$ cat config.mk
export PLATFORM = sky130hd
export DESIGN_NAME = uart_receiver_flat
export DESIGN_NICKNAME = d
export VERILOG_FILES = /design/src/rtl/uart_pkg.sv /design/src/rtl/uart_receiver_if.sv /design/src/rtl/uart_rx_sync.sv /design/src/rtl/uart_receiver.sv /design/src/flat_wrapper.sv
export SDC_FILE = /design/constraint.sdc
export NUM_CORES = 1
export LEC_CHECK = 0
export ABC_AREA = 1
export ABC_CLOCK_PERIOD_IN_PS = 1500
export CORE_MARGIN = 3
export CORE_UTILIZATION = 46
export CTS_CLUSTER_DIAMETER = 200
export DETAILED_ROUTE_END_ITERATION = 7
export PLACE_DENSITY = 0.69
export SYNTH_ARGS = -nofsm -noshare
export SYNTH_HDL_FRONTEND = slang
export SYNTH_HIERARCHICAL = 1
export SYNTH_SLANG_ARGS = --single-unit
$ cat constraint.sdc
create_clock -name clk -period 1.5 [get_ports clk]
set_input_delay 0.225 -clock clk [delete_from_list [all_inputs] [get_ports clk]]
set_output_delay 0.225 -clock clk [all_outputs]
set_load 0.01 [all_outputs]
$ cat src/rtl/uart_pkg.sv
// Shared definitions for the UART receive path: FSM state encoding,
// frame size and the standard baud divisors for a 12 MHz clock.
package uart_pkg;

   typedef enum logic [1:0] {
      IDLE  = 2'd0,
      START = 2'd1,
      DATA  = 2'd2,
      STOP  = 2'd3
   } uart_state_e;

   localparam int DATA_BITS = 8;
   localparam int B9600     = 1250;
   localparam int B115200   = 104;

endpackage

$ cat src/rtl/uart_receiver_if.sv
// Bundle of the serial line and the consumer-side byte handshake.
// slave  : the receiver (takes rx/ack, drives the byte and status flags)
// master : whatever drives the line and consumes bytes
interface uart_receiver_if;
   import uart_pkg::*;

   logic                 rx;
   logic                 ack;
   logic [DATA_BITS-1:0] data;
   logic                 valid;
   logic                 overrun;
   logic                 ferr;
   logic                 busy;

   modport master (output rx, ack, input data, valid, overrun, ferr, busy);
   modport slave  (input rx, ack, output data, valid, overrun, ferr, busy);
endinterface

$ cat src/rtl/uart_rx_sync.sv
// Input conditioning for the serial line: 2-flop synchronizer, falling
// edge detect and the sample value used at each bit sample point.
// Build option UART_RX_MAJORITY_EN: sample value becomes the majority of
// the last three synchronized samples, rejecting single-cycle glitches.
module uart_rx_sync (
   input  logic clk,
   input  logic rstn,
   input  logic rx_i,
   output logic rx_s_o,
   output logic fall_o,
   output logic rx_vote_o
);

   logic meta_q;
   logic rx_s_q;
   logic prev_q;

   // Synchronize the line and keep its previous value; all flops idle high
   always_ff @(posedge clk) begin
      if (!rstn) begin
         meta_q <= 1'b1;
         rx_s_q <= 1'b1;
         prev_q <= 1'b1;
      end else begin
         meta_q <= rx_i;
         rx_s_q <= meta_q;
         prev_q <= rx_s_q;
      end
   end

   assign rx_s_o = rx_s_q;
   assign fall_o = prev_q & ~rx_s_q;

`ifdef UART_RX_MAJORITY_EN
   logic prev2_q;

   // Third history tap for the 2-of-3 vote
   always_ff @(posedge clk) begin
      if (!rstn) prev2_q <= 1'b1;
      else       prev2_q <= prev_q;
   end

   assign rx_vote_o = (rx_s_q & prev_q) | (rx_s_q & prev2_q) | (prev_q & prev2_q);
`else
   assign rx_vote_o = rx_s_q;
`endif

endmodule

$ cat src/rtl/uart_receiver.sv
// 8N1 LSB-first UART receiver with a valid/ack byte handshake, sticky
// overrun flag and single-cycle framing-error pulse.
// Build option UART_RX_MAJORITY_EN (see uart_rx_sync) selects majority
// voting at every sample point.
module uart_receiver
   import uart_pkg::*;
#(
   parameter int BAUD = B9600
) (
   input logic            clk,
   input logic            rstn,
   uart_receiver_if.slave bus
);

   localparam int CW = $clog2(BAUD);
   localparam int BW = $clog2(DATA_BITS);
   localparam logic [CW-1:0] HALF_CNT = CW'(BAUD / 2 - 1);
   localparam logic [CW-1:0] FULL_CNT = CW'(BAUD - 1);
   localparam logic [BW-1:0] LAST_BIT = BW'(DATA_BITS - 1);

   logic rx_s;
   logic fall;
   logic rx_vote;

   uart_rx_sync u_sync (
      .clk       (clk),
      .rstn      (rstn),
      .rx_i      (bus.rx),
      .rx_s_o    (rx_s),
      .fall_o    (fall),
      .rx_vote_o (rx_vote)
   );

   uart_state_e          state_q,   state_d;
   logic [CW-1:0]        cnt_q,     cnt_d;
   logic [BW-1:0]        bitc_q,    bitc_d;
   logic [DATA_BITS-1:0] shift_q,   shift_d;
   logic [DATA_BITS-1:0] data_q,    data_d;
   logic                 valid_q,   valid_d;
   logic                 overrun_q, overrun_d;
   logic                 ferr_q,    ferr_d;

   // State and output registers; reset abandons any frame in flight
   always_ff @(posedge clk) begin
      if (!rstn) begin
         state_q   <= IDLE;
         cnt_q     <= '0;
         bitc_q    <= '0;
         shift_q   <= '0;
         data_q    <= '0;
         valid_q   <= 1'b0;
         overrun_q <= 1'b0;
         ferr_q    <= 1'b0;
      end else begin
         state_q   <= state_d;
         cnt_q     <= cnt_d;
         bitc_q    <= bitc_d;
         shift_q   <= shift_d;
         data_q    <= data_d;
         valid_q   <= valid_d;
         overrun_q <= overrun_d;
         ferr_q    <= ferr_d;
      end
   end

   // Frame sequencing, bit sampling and handshake; a byte published in the
   // same cycle as ack overrides the ack
   always_comb begin
      state_d   = state_q;
      cnt_d     = cnt_q + 1'b1;
      bitc_d    = bitc_q;
      shift_d   = shift_q;
      data_d    = data_q;
      valid_d   = valid_q;
      overrun_d = overrun_q;
      ferr_d    = 1'b0;

      if (bus.ack && valid_q) begin
         valid_d   = 1'b0;
         overrun_d = 1'b0;
      end

      unique case (state_q)
         IDLE: begin
            cnt_d = '0;
            // fall already implies rx_s low; a held-low line never qualifies
            if (fall && !rx_s) state_d = START;
         end
         START: begin
            if (cnt_q == HALF_CNT) begin
               cnt_d = '0;
               if (rx_vote) begin
                  state_d = IDLE;
               end else begin
                  bitc_d  = '0;
                  state_d = DATA;
               end
            end
         end
         DATA: begin
            if (cnt_q == FULL_CNT) begin
               cnt_d   = '0;
               shift_d = {rx_vote, shift_q[DATA_BITS-1:1]};
               bitc_d  = bitc_q + 1'b1;
               if (bitc_q == LAST_BIT) state_d = STOP;
            end
         end
         STOP: begin
            if (cnt_q == FULL_CNT) begin
               cnt_d   = '0;
               state_d = IDLE;
               if (rx_vote) begin
                  data_d    = shift_q;
                  valid_d   = 1'b1;
                  overrun_d = valid_q && !bus.ack;
               end else begin
                  ferr_d = 1'b1;
               end
            end
         end
         default: state_d = IDLE;
      endcase
   end

   assign bus.data    = data_q;
   assign bus.valid   = valid_q;
   assign bus.overrun = overrun_q;
   assign bus.ferr    = ferr_q;
   assign bus.busy    = (state_q != IDLE);

endmodule
$ cat src/flat_wrapper.sv
// flat-port wrapper written by rule: the top's interface ports become plain ports
module uart_receiver_flat import uart_pkg::*;
#(
   parameter int BAUD = B9600
)
  (clk, rstn, bus_rx, bus_ack, bus_data, bus_valid, bus_overrun, bus_ferr, bus_busy);
  uart_receiver_if bus_i ();
  input logic clk;
  input logic rstn;
  input wire logic [$bits(bus_i.rx)-1:0] bus_rx;
  input wire logic [$bits(bus_i.ack)-1:0] bus_ack;
  output wire logic [$bits(bus_i.data)-1:0] bus_data;
  output wire logic [$bits(bus_i.valid)-1:0] bus_valid;
  output wire logic [$bits(bus_i.overrun)-1:0] bus_overrun;
  output wire logic [$bits(bus_i.ferr)-1:0] bus_ferr;
  output wire logic [$bits(bus_i.busy)-1:0] bus_busy;
  assign bus_i.rx = bus_rx;
  assign bus_i.ack = bus_ack;
  assign bus_data = bus_i.data;
  assign bus_valid = bus_i.valid;
  assign bus_overrun = bus_i.overrun;
  assign bus_ferr = bus_i.ferr;
  assign bus_busy = bus_i.busy;
  uart_receiver #(.BAUD(BAUD)) u_core (.clk(clk), .rstn(rstn), .bus(bus_i));
endmodule
# --- Yosys cells after proc, flatten, opt, wreduce, memory -nomap -nowiden ---
# Cells that the tools add are included.
word_totals:
  out_inout_bits: 12
  reg_bits: 38
  input_bits: 4
  wordCells: 64
op_classes:
  n_mux: 23
  bitwise: 2
  eq_ne: 12
  n_addsub: 2
  n_reduce_logical: 14
ops:
  columns: ["op", "count"]
  rows:
  - ["case mux 11 bit (3 select lines)", 1]
  - ["2-to-1 mux 11 bit", 2]
  - ["2-to-1 mux 2 bit", 6]
  - ["adder 11 x 1 -> 11 bit, second input constant", 1]
  - ["== test 11 x 10 -> 1 bit, second input constant", 1]
  - ["== test 11 bit, second input constant", 1]
  - ["inequality test 2 x 1 -> 1 bit, second input constant", 5]
  - ["2-to-1 mux 1 bit", 9]
  - ["2-to-1 mux 3 bit", 3]
  - ["case mux 2 bit (4 select lines)", 1]
  - ["case mux 3 bit (2 select lines)", 1]
  - ["AND reduction 3 bit", 2]
  - ["AND reduction 5 bit", 1]
  - ["== test 2 bit, second input constant", 2]
  - ["AND reduction 4 bit", 1]
  - ["nonzero test 2 bit", 2]
  - ["adder 3 x 1 -> 3 bit, second input constant", 1]
  - ["== test 3 bit, second input constant", 1]
  - ["logical AND 1 bit", 3]
  - ["== test 2 x 1 -> 1 bit, second input constant", 1]
  - ["logical NOT 1 bit", 2]
  - ["logical NOT 2 bit", 1]
  - ["inequality test 2 bit, second input constant", 1]
  - ["AND reduction 2 bit", 1]
  - ["3 further kinds", 3]

# --- Longest topological paths before layout ---
# Gate-level depths: netlist of the first run.
logic_depth:
  depth_word: 5
  ltp_mapped: 11
  mapped_depth_nobuf: 11

# --- By module ---
# Netlist of the first run, hierarchy kept.
by_module_without_submodules:
  columns: ["mod", "seq_area_each_um2", "cells_per_inst", "area_each_um2", "n_inst"]
  rows:
  - ["uart_receiver", 700.7, 205, 1575.3, 1]
  - ["uart_rx_sync", 60.1, 12, 97.6, 1]

# --- Least setup slack after synthesis of the first run ---
# Ideal clock, no wire load.
synth_timing:
  path_kind: "reg-to-reg"
  start: "register u_core.cnt_q[0]"
  end: "register u_core.data_q[5] (netlist: u_core/bus.data[5])"
  arrival_time_ns: 1.380
  stages_incl_launch_ff: 9
  slack_ns: 0.054
  required_ns: 1.434
  path_buffers: 1
  setup_ns: 0.066
  period_less_slack_ns: 1.446
  path_cell_list: "dfxtp_1 > ha_1 > nand2_1 > nor2_2 > nand3_4 > nor3_4 > buf_6 > o21ai_2 > a21oi_2"
synth_between:
  elab_chain_cells: 2
synth_lines:
  columns: ["element", "line", "rtl"]
  rows:
  - ["start: declaration", "uart_receiver.sv:35", "logic [CW-1:0] cnt_q, cnt_d;"]
  - ["start signal: assignment", "uart_receiver.sv:56", "cnt_q <= cnt_d;"]
  - ["== test 11 bit", "uart_receiver.sv:109", "if (cnt_q == FULL_CNT) begin"]
  - ["AND reduction 3 bit (no source line)", null, null]
  - ["end signal: assignment", "uart_receiver.sv:59", "data_q <= data_d;"]
  - ["end: declaration", "uart_receiver.sv:38", "logic [DATA_BITS-1:0] data_q, data_d;"]
# Every way passes these cells.
# A chain may end at the register's enable or synchronous reset.

# --- Final worst setup path of the first run ---
layout_timing:
  start: "register u_core.cnt_q[1]"
  end: "register u_core.data_q[0] (netlist: u_core/bus.data[0])"
# The elaborated chain is that of the path after synthesis.

==> impl_results.md, run 1 <==
- Status: complete, but fails checks
- Failing checks: setup timing
- GRT Resource Usage Total: 16.3%
- Routed Antenna Nets: 0
- Worst setup margin: -0.0677 ns
- DR iter-0 viols: just over 100
- Synth warn: 6
- Port Buffers: 15
- Leakage power: approximately 1.1 nW
- Synth area leaders: dfxtp_1 45%, inv_1 8.3%, a21oi_1 7.2%
- Initial antenna violation count: 0
- Crit path max fanout: 6
- Diodes inserted: 0
- WP data arrival: 1.82 ns
- FF-to-FF setup slack: -0.07 ns
- Reg2reg end: u_core/bus.data[0]$_SDFFE_PN0P_
- First-pass GRT wire length: between 5000 and 6000 um
- Clock Path Buffers: 2
- Final setup violation count: 14
- Clock slew at reported path FFs: between 0.1 and 0.15 ns
- Worst EP required: 1.76 ns
- Max Slew Vio Count: 0
- Initial Util: 49.0%
- CTS Root Cell: clkbuf_4
- Setup crit end: u_core/bus.data[0]$_SDFFE_PN0P_
- Synth Area per Inst: 7.71 um^2
- Non-filler cells, final: 300
- Most common cell after layout, fill and taps aside: inv_1
- Synthesized area: 1670 um^2
- CTS tree: built
- Syn_nets: about 230
- Largest net degree at the start of global routing: 22
- Crit Path Class: reg2reg
- Part of the Yosys area used for sequential elements: 45.5%
- Vias in the first global route: between 1000 and 1500
- Most frequent cells in the layout: 34 x inv_1, 32 x dfxtp_1, 26 x nand2_1
- Power Dens Cells: 831 nW/um^2
- Depth of the CTS H-tree: 2
- Area after DPL: between 1500 and 2000 um^2
- Layout cells sized above 1: 26.8%
- Slew HR: 81.6%
- TritonRoute pass-1 iters: 5
- Worst Hold Class: in2reg
- Post-DP HPWL: roughly 2200 um
- Tot Pwr: 0.00189 W
- CP Capture Type: register
- CP startpoint kind: register
- Reg2Reg Depth: 11
- RePlAce Congestion: 0.760
- Fin crit share: 105%
- IO Count: 16
- Fill cell count: ~280
- Congestion Overflow GR: 0
- Drt drc: 0
- Worst-Skew Late Latency: 0.35 ns
- WHS: 0.392 ns
- Max Clock Freq: 638 MHz
- Design Area, Final: 2270 um^2
- Routed wire length: 3570 um
- Die Area: 4400 um^2
- Top cell type by total area after synthesis: dfxtp_1
- Setup Skew: roughly 0.013 ns
- Vias per cell: 4.93
- Inserted Clock Buffers: 5
- Placed insts: ~280
- Max Cap Violations: 0
- # hold bufs at CTS: 0
- Die Wd: 66.3 um
- WL/cell: 11.9 um
- Total Nets Final: about 260
- FF+latch count, synth: 38
- Worst setup path start: u_core/cnt_q[1]$_SDFF_PN0_
- Max VDD drop: roughly 0.65 mV
- Height of the die: 66.3 um
- Post-Synthesis Cells: 217
- Slew @ Worst Pin: ~0.27 ns
- Synth cell types: 31
- Core area: 3420 um^2
- Top cell type's share of synthesized area: around 45%
- Final core occ: 66.4%
- Min cycle time layout: roughly 1.6 ns
- Row count: 21
- Vias: 1479
- Hold Vio Cnt, Final: 0
- Reg-to-Reg Start: u_core/cnt_q[1]$_SDFF_PN0_
- Synthesis-to-finish area growth: 35.7%
- Unrepaired setup endpoints after global routing: true
- Clock sinks: 38
-- per-layer routing --
layer,routed length [um],track usage (%)
met2,1660,23.7
met1,1710,21.6
met4,63,8.38
met3,137,5.10
met5,0,0
-- worst min-delay path by stage --
stage                                         start  cells after the start  slack, ns                               to
floorplan                                      rstn                      1       0.29  u_core/u_sync/meta_q$_SDFF_PN1_
global placement    u_core/u_sync/meta_q$_SDFF_PN1_                      2       0.38  u_core/u_sync/rx_s_o$_SDFF_PN1_
detailed placement  u_core/u_sync/meta_q$_SDFF_PN1_                      2       0.39  u_core/u_sync/rx_s_o$_SDFF_PN1_
CTS                                          bus_rx                      3       0.38  u_core/u_sync/meta_q$_SDFF_PN1_
global route                                 bus_rx                      3       0.41  u_core/u_sync/meta_q$_SDFF_PN1_
finish                                       bus_rx                      3       0.39  u_core/u_sync/meta_q$_SDFF_PN1_
-- registers in the layout, summed over array words and instances, names as in the netlist, named ones only --
signal                flops
u_core/cnt_q             11
u_core/bus.data           8
u_core/shift_q            8
u_core/bitc_q             3
u_core/bus.ferr           1
u_core/bus.overrun        1
u_core/bus.valid          1
u_core/state_q            1
u_core/u_sync/meta_q      1
u_core/u_sync/prev_q      1
u_core/u_sync/rx_s_o      1
-- metrics by stage --
stage           TNS, ns  setup slack, ns
6_report         -0.383          -0.0677
5_1_grt           -2.15           -0.145
3_5_place_dp   -0.00646         -0.00646
3_3_place_gp          0           0.0384
2_1_floorplan         0           0.0540
4_1_cts        -0.00971         -0.00971
-- layout make-up --
class / instances / area, um^2 / share of cell area [%]
Sequential cell: 38 / 773 / 34.1
Clock inverter: 1 / 30.0 / 1.32
Tap cell: 46 / 57.6 / 2.54
Timing Repair Buffer: 36 / 365 / 16.1
Clock buffer: 6 / 51.3 / 2.26
Multi-Input combinational cell: 134 / 843 / 37.2
Inverter: 39 / 149 / 6.56
-- kinds of logic (layout without fill, tap and decap cells) --
| group | after synthesis | after routing | synth area share [%] |
|---|---|---|---|
| AOI/OAI and AO/OA | 53 | 53 | 16.8 |
| xor gates and xnor gates | 2 | 2 | 1.05 |
| adders and majority gates | 5 | 5 | 3.74 |
| buffers and inverters | 45 | 82 | 11.1 |
| DFF | 38 | 38 | 45.5 |
| and+or+nand+nor | 74 | 74 | 21.9 |
-- what timing repair did --
item / 4_1_cts / 5_1_grt
endpoints found under the hold margin: 0 / 0
setup endpoints to repair: 8 / 36
pin swaps: 0 / 16
buffers inserted: 0 / 10
gates resized for setup: 8 / 51
-- cells in the mapped netlist --
| cell type | instances |
|---|---|
| dfxtp_1 | 38 |
| inv_1 | 37 |
| nand2_1 | 28 |
| a21oi_1 | 24 |
| nor2_1 | 22 |
| o21ai_0 | 21 |
| nand3_1 | 8 |
| ha_1 | 5 |
| nand4_1 | 3 |
| nor2_4 | 3 |
| a31oi_1 | 2 |
| buf_1 | 2 |
| buf_4 | 2 |
| inv_2 | 2 |
| nor2_2 | 2 |
| nor3_1 | 2 |
| o21ai_1 | 2 |
| a21boi_0 | 1 |
| a21oi_2 | 1 |
| buf_2 | 1 |
| buf_6 | 1 |
| nand2_2 | 1 |
| nand3_4 | 1 |
| nor3_2 | 1 |
| nor3_4 | 1 |
| nor3b_1 | 1 |
| nor4_1 | 1 |
| o21a_1 | 1 |
| o21ai_2 | 1 |
| xnor2_1 | 1 |
| xor2_1 | 1 |
-- power breakdown --
part | internal [W] | switching (W) | leakage [nW]
sequential | 0.00102 | 0.0000130 | 0.310
combinational | 0.0000660 | 0.0000774 | 0.715
clock | 0.000388 | 0.000325 | 0.0443
-- critical path: stages, from the launching register on --
cell and delay, ns:
dfxtp_2 0.34, inv_2 0.08, ha_4 0.14, nand2_4 0.05
nor2_4 0.10, nand3_4 0.12, nor3_4 0.23, buf_4 0.14
buf_6 0.11, inv_4 0.04, nor2_4 0.08, nor2_1 0.04
No activity file was read; power rests on OpenSTA's default activity.
==> run 2: changes to the inputs <==
--- a/config.mk
+++ b/config.mk
@@ -11,6 +11,7 @@
 export CORE_UTILIZATION = 46
 export CTS_CLUSTER_DIAMETER = 200
 export DETAILED_ROUTE_END_ITERATION = 7
+export MAX_ROUTING_LAYER = met4
 export PLACE_DENSITY = 0.69
 export SYNTH_ARGS = -nofsm -noshare
 export SYNTH_HDL_FRONTEND = slang
==> impl_results.md, run 2 (synthesis gave the netlist of run 1 again) <==
- IO Count: 16
- Power Dens Cells: 829 nW/um^2
- Worst EP required: 1.75 ns
- DR iter-0 viols: 89
- Max Slew Vio Count: 0
- Post-DP HPWL: 2200 um
- Worst-Skew Late Latency: 0.34 ns
- Setup Skew: 0.0138 ns
- Largest net degree at the start of global routing: 22
- WP data arrival: 1.82 ns
- Worst Hold Class: in2reg
- Crit path max-delay cell type: dfxtp_2
- Clock slew at reported path FFs: 0.11 ns
- WHS: just under 0.4 ns
- Max Clock Freq: 639 MHz
- Diodes inserted: 0
- Drt drc: 0
- TritonRoute pass-1 iters: 4
- Fin crit share: 104%
- # hold bufs at CTS: 0
- Clock Path Buffers: 2
- Clock sinks: 38
- CP startpoint kind: register
- Total Nets Final: 263
- CP peak stage delay: roughly 0.34 ns
- Final setup violation count: 13
- Initial Util: 49.0%
- Max Cap Violations: 0
- Routed wire length: 3560 um
- Pre-CTS setup slack: -0.00646 ns
- WL/cell: 11.9 um
- Max VDD drop: between 0.6 and 0.7 mV
- Leakage power: 1.07 nW
- Area after DPL: 1960 um^2
- Row count: 21
- Initial antenna violation count: 0
- TNS Setup: -0.380 ns
- CTS Root Cell: clkbuf_4
- Slew HR: between 80 and 90%
- Crit Path Class: reg2reg
- Top cell by count, worst path: nor2_4
- Vias: around 1500
- Tot Pwr: 0.00188 W
- Congestion Overflow GR: 0
- Status: complete, but fails checks
- Worst setup margin: -0.0641 ns
- Crit path max fanout: 6
- Failing checks: setup timing
- CP Capture Type: register
- Layout cells sized above 1: 26.8%
- Min cycle time layout: between 1.5 and 2 ns
- Core area: 3420 um^2
- Routed Antenna Nets: 0
- Most flops, register: u_core/cnt_q
- Hold Vio Cnt, Final: 0
- Most common cell after layout, fill and taps aside: inv_1
- CP delay by family, top: simple AND/OR/NAND/NOR gates
- Most frequent cells in the layout: 34 x inv_1, 32 x dfxtp_1, 26 x nand2_1
- GRT Resource Usage Total: 16.8%
- Unrepaired setup endpoints after global routing: true
- RePlAce Congestion: 0.770
- Crit path buffers/inverters: 4
- First-pass GRT wire length: 5350 um
- Die Wd: 66.3 um
- Depth of the CTS H-tree: 2
- Die Area: 4400 um^2
- Slew @ Worst Pin: around 0.28 ns
- Height of the die: 66.3 um
- Port Buffers: 15
- Inserted Clock Buffers: 5
- CTS tree: built
- Number of flip-flops in the largest register: 11
- CP cell instances: inv_2 -> ha_4 -> nand2_4 -> nor2_4 -> nand3_4 -> nor3_4 -> buf_4 -> buf_6 -> inv_4 -> nor2_4 -> nor2_1
- Design Area, Final: ~2300 um^2
- Vias in the first global route: between 1000 and 1500
- Synthesis-to-finish area growth: 35.7%
- Vias per cell: 4.85
[run 2: cell counts in the layout (fill, tap and decap cells not counted)]
No cell type changed its count.
[run 2: power by group]
group          internal [W]  leakage, nW  switching (W)
logic             0.0000661        0.715      0.0000774
clock network      0.000388       0.0443       0.000320
registers           0.00102        0.310      0.0000129
[run 2: area by class of cell]
type | count | area, um^2
Timing Repair Buffer | 36 | 365
Fill cell | 279 | 1150
Multi-Input combinational cell | 134 | 843
Tap cell | 46 | 57.6
Sequential cell | 38 | 773
Clock inverter | 1 | 30.0
Inverter | 39 | 149
Clock buffer | 6 | 51.3
[run 2: per-layer routing]
metal  vias up  track usage (%)  wire length, um
met5         -                -                0
met4         0             8.38               49
met3         4             5.10              155
met2        26             23.7             1650
met1       656             21.6             1700
li1        770                -                -
[run 2: worst min-delay path: stages]
cell and delay, ns:
clkdlybuf4s50_1 0.39, inv_1 0.05, nand2_1 0.04
[run 2: metrics by stage]
step	std cells	util [%]
after floorplan	217	-
after global placement	284	57.3
after detailed placement	284	57.3
after CTS	291	60.1
after global routing	300	66.4
final	300	66.4
[run 2: worst paths after layout]
kind	cells past startpoint	start	slack, ns	end
max reg2reg	11	u_core/cnt_q[1]$_SDFF_PN0_	-0.06	u_core/bus.data[0]$_SDFFE_PN0P_
min reg2reg	2	u_core/u_sync/meta_q$_SDFF_PN1_	0.45	u_core/u_sync/rx_s_o$_SDFF_PN1_
min	3	bus_rx	0.40	u_core/u_sync/meta_q$_SDFF_PN1_
max	11	u_core/cnt_q[1]$_SDFF_PN0_	-0.06	u_core/bus.data[0]$_SDFFE_PN0P_
[run 2: timing repair]
item | CTS | global route
pin swaps | 0 | 16
resized for setup | 8 | 51
setup endpoints to repair | 8 | 36
setup buffers | 0 | 10
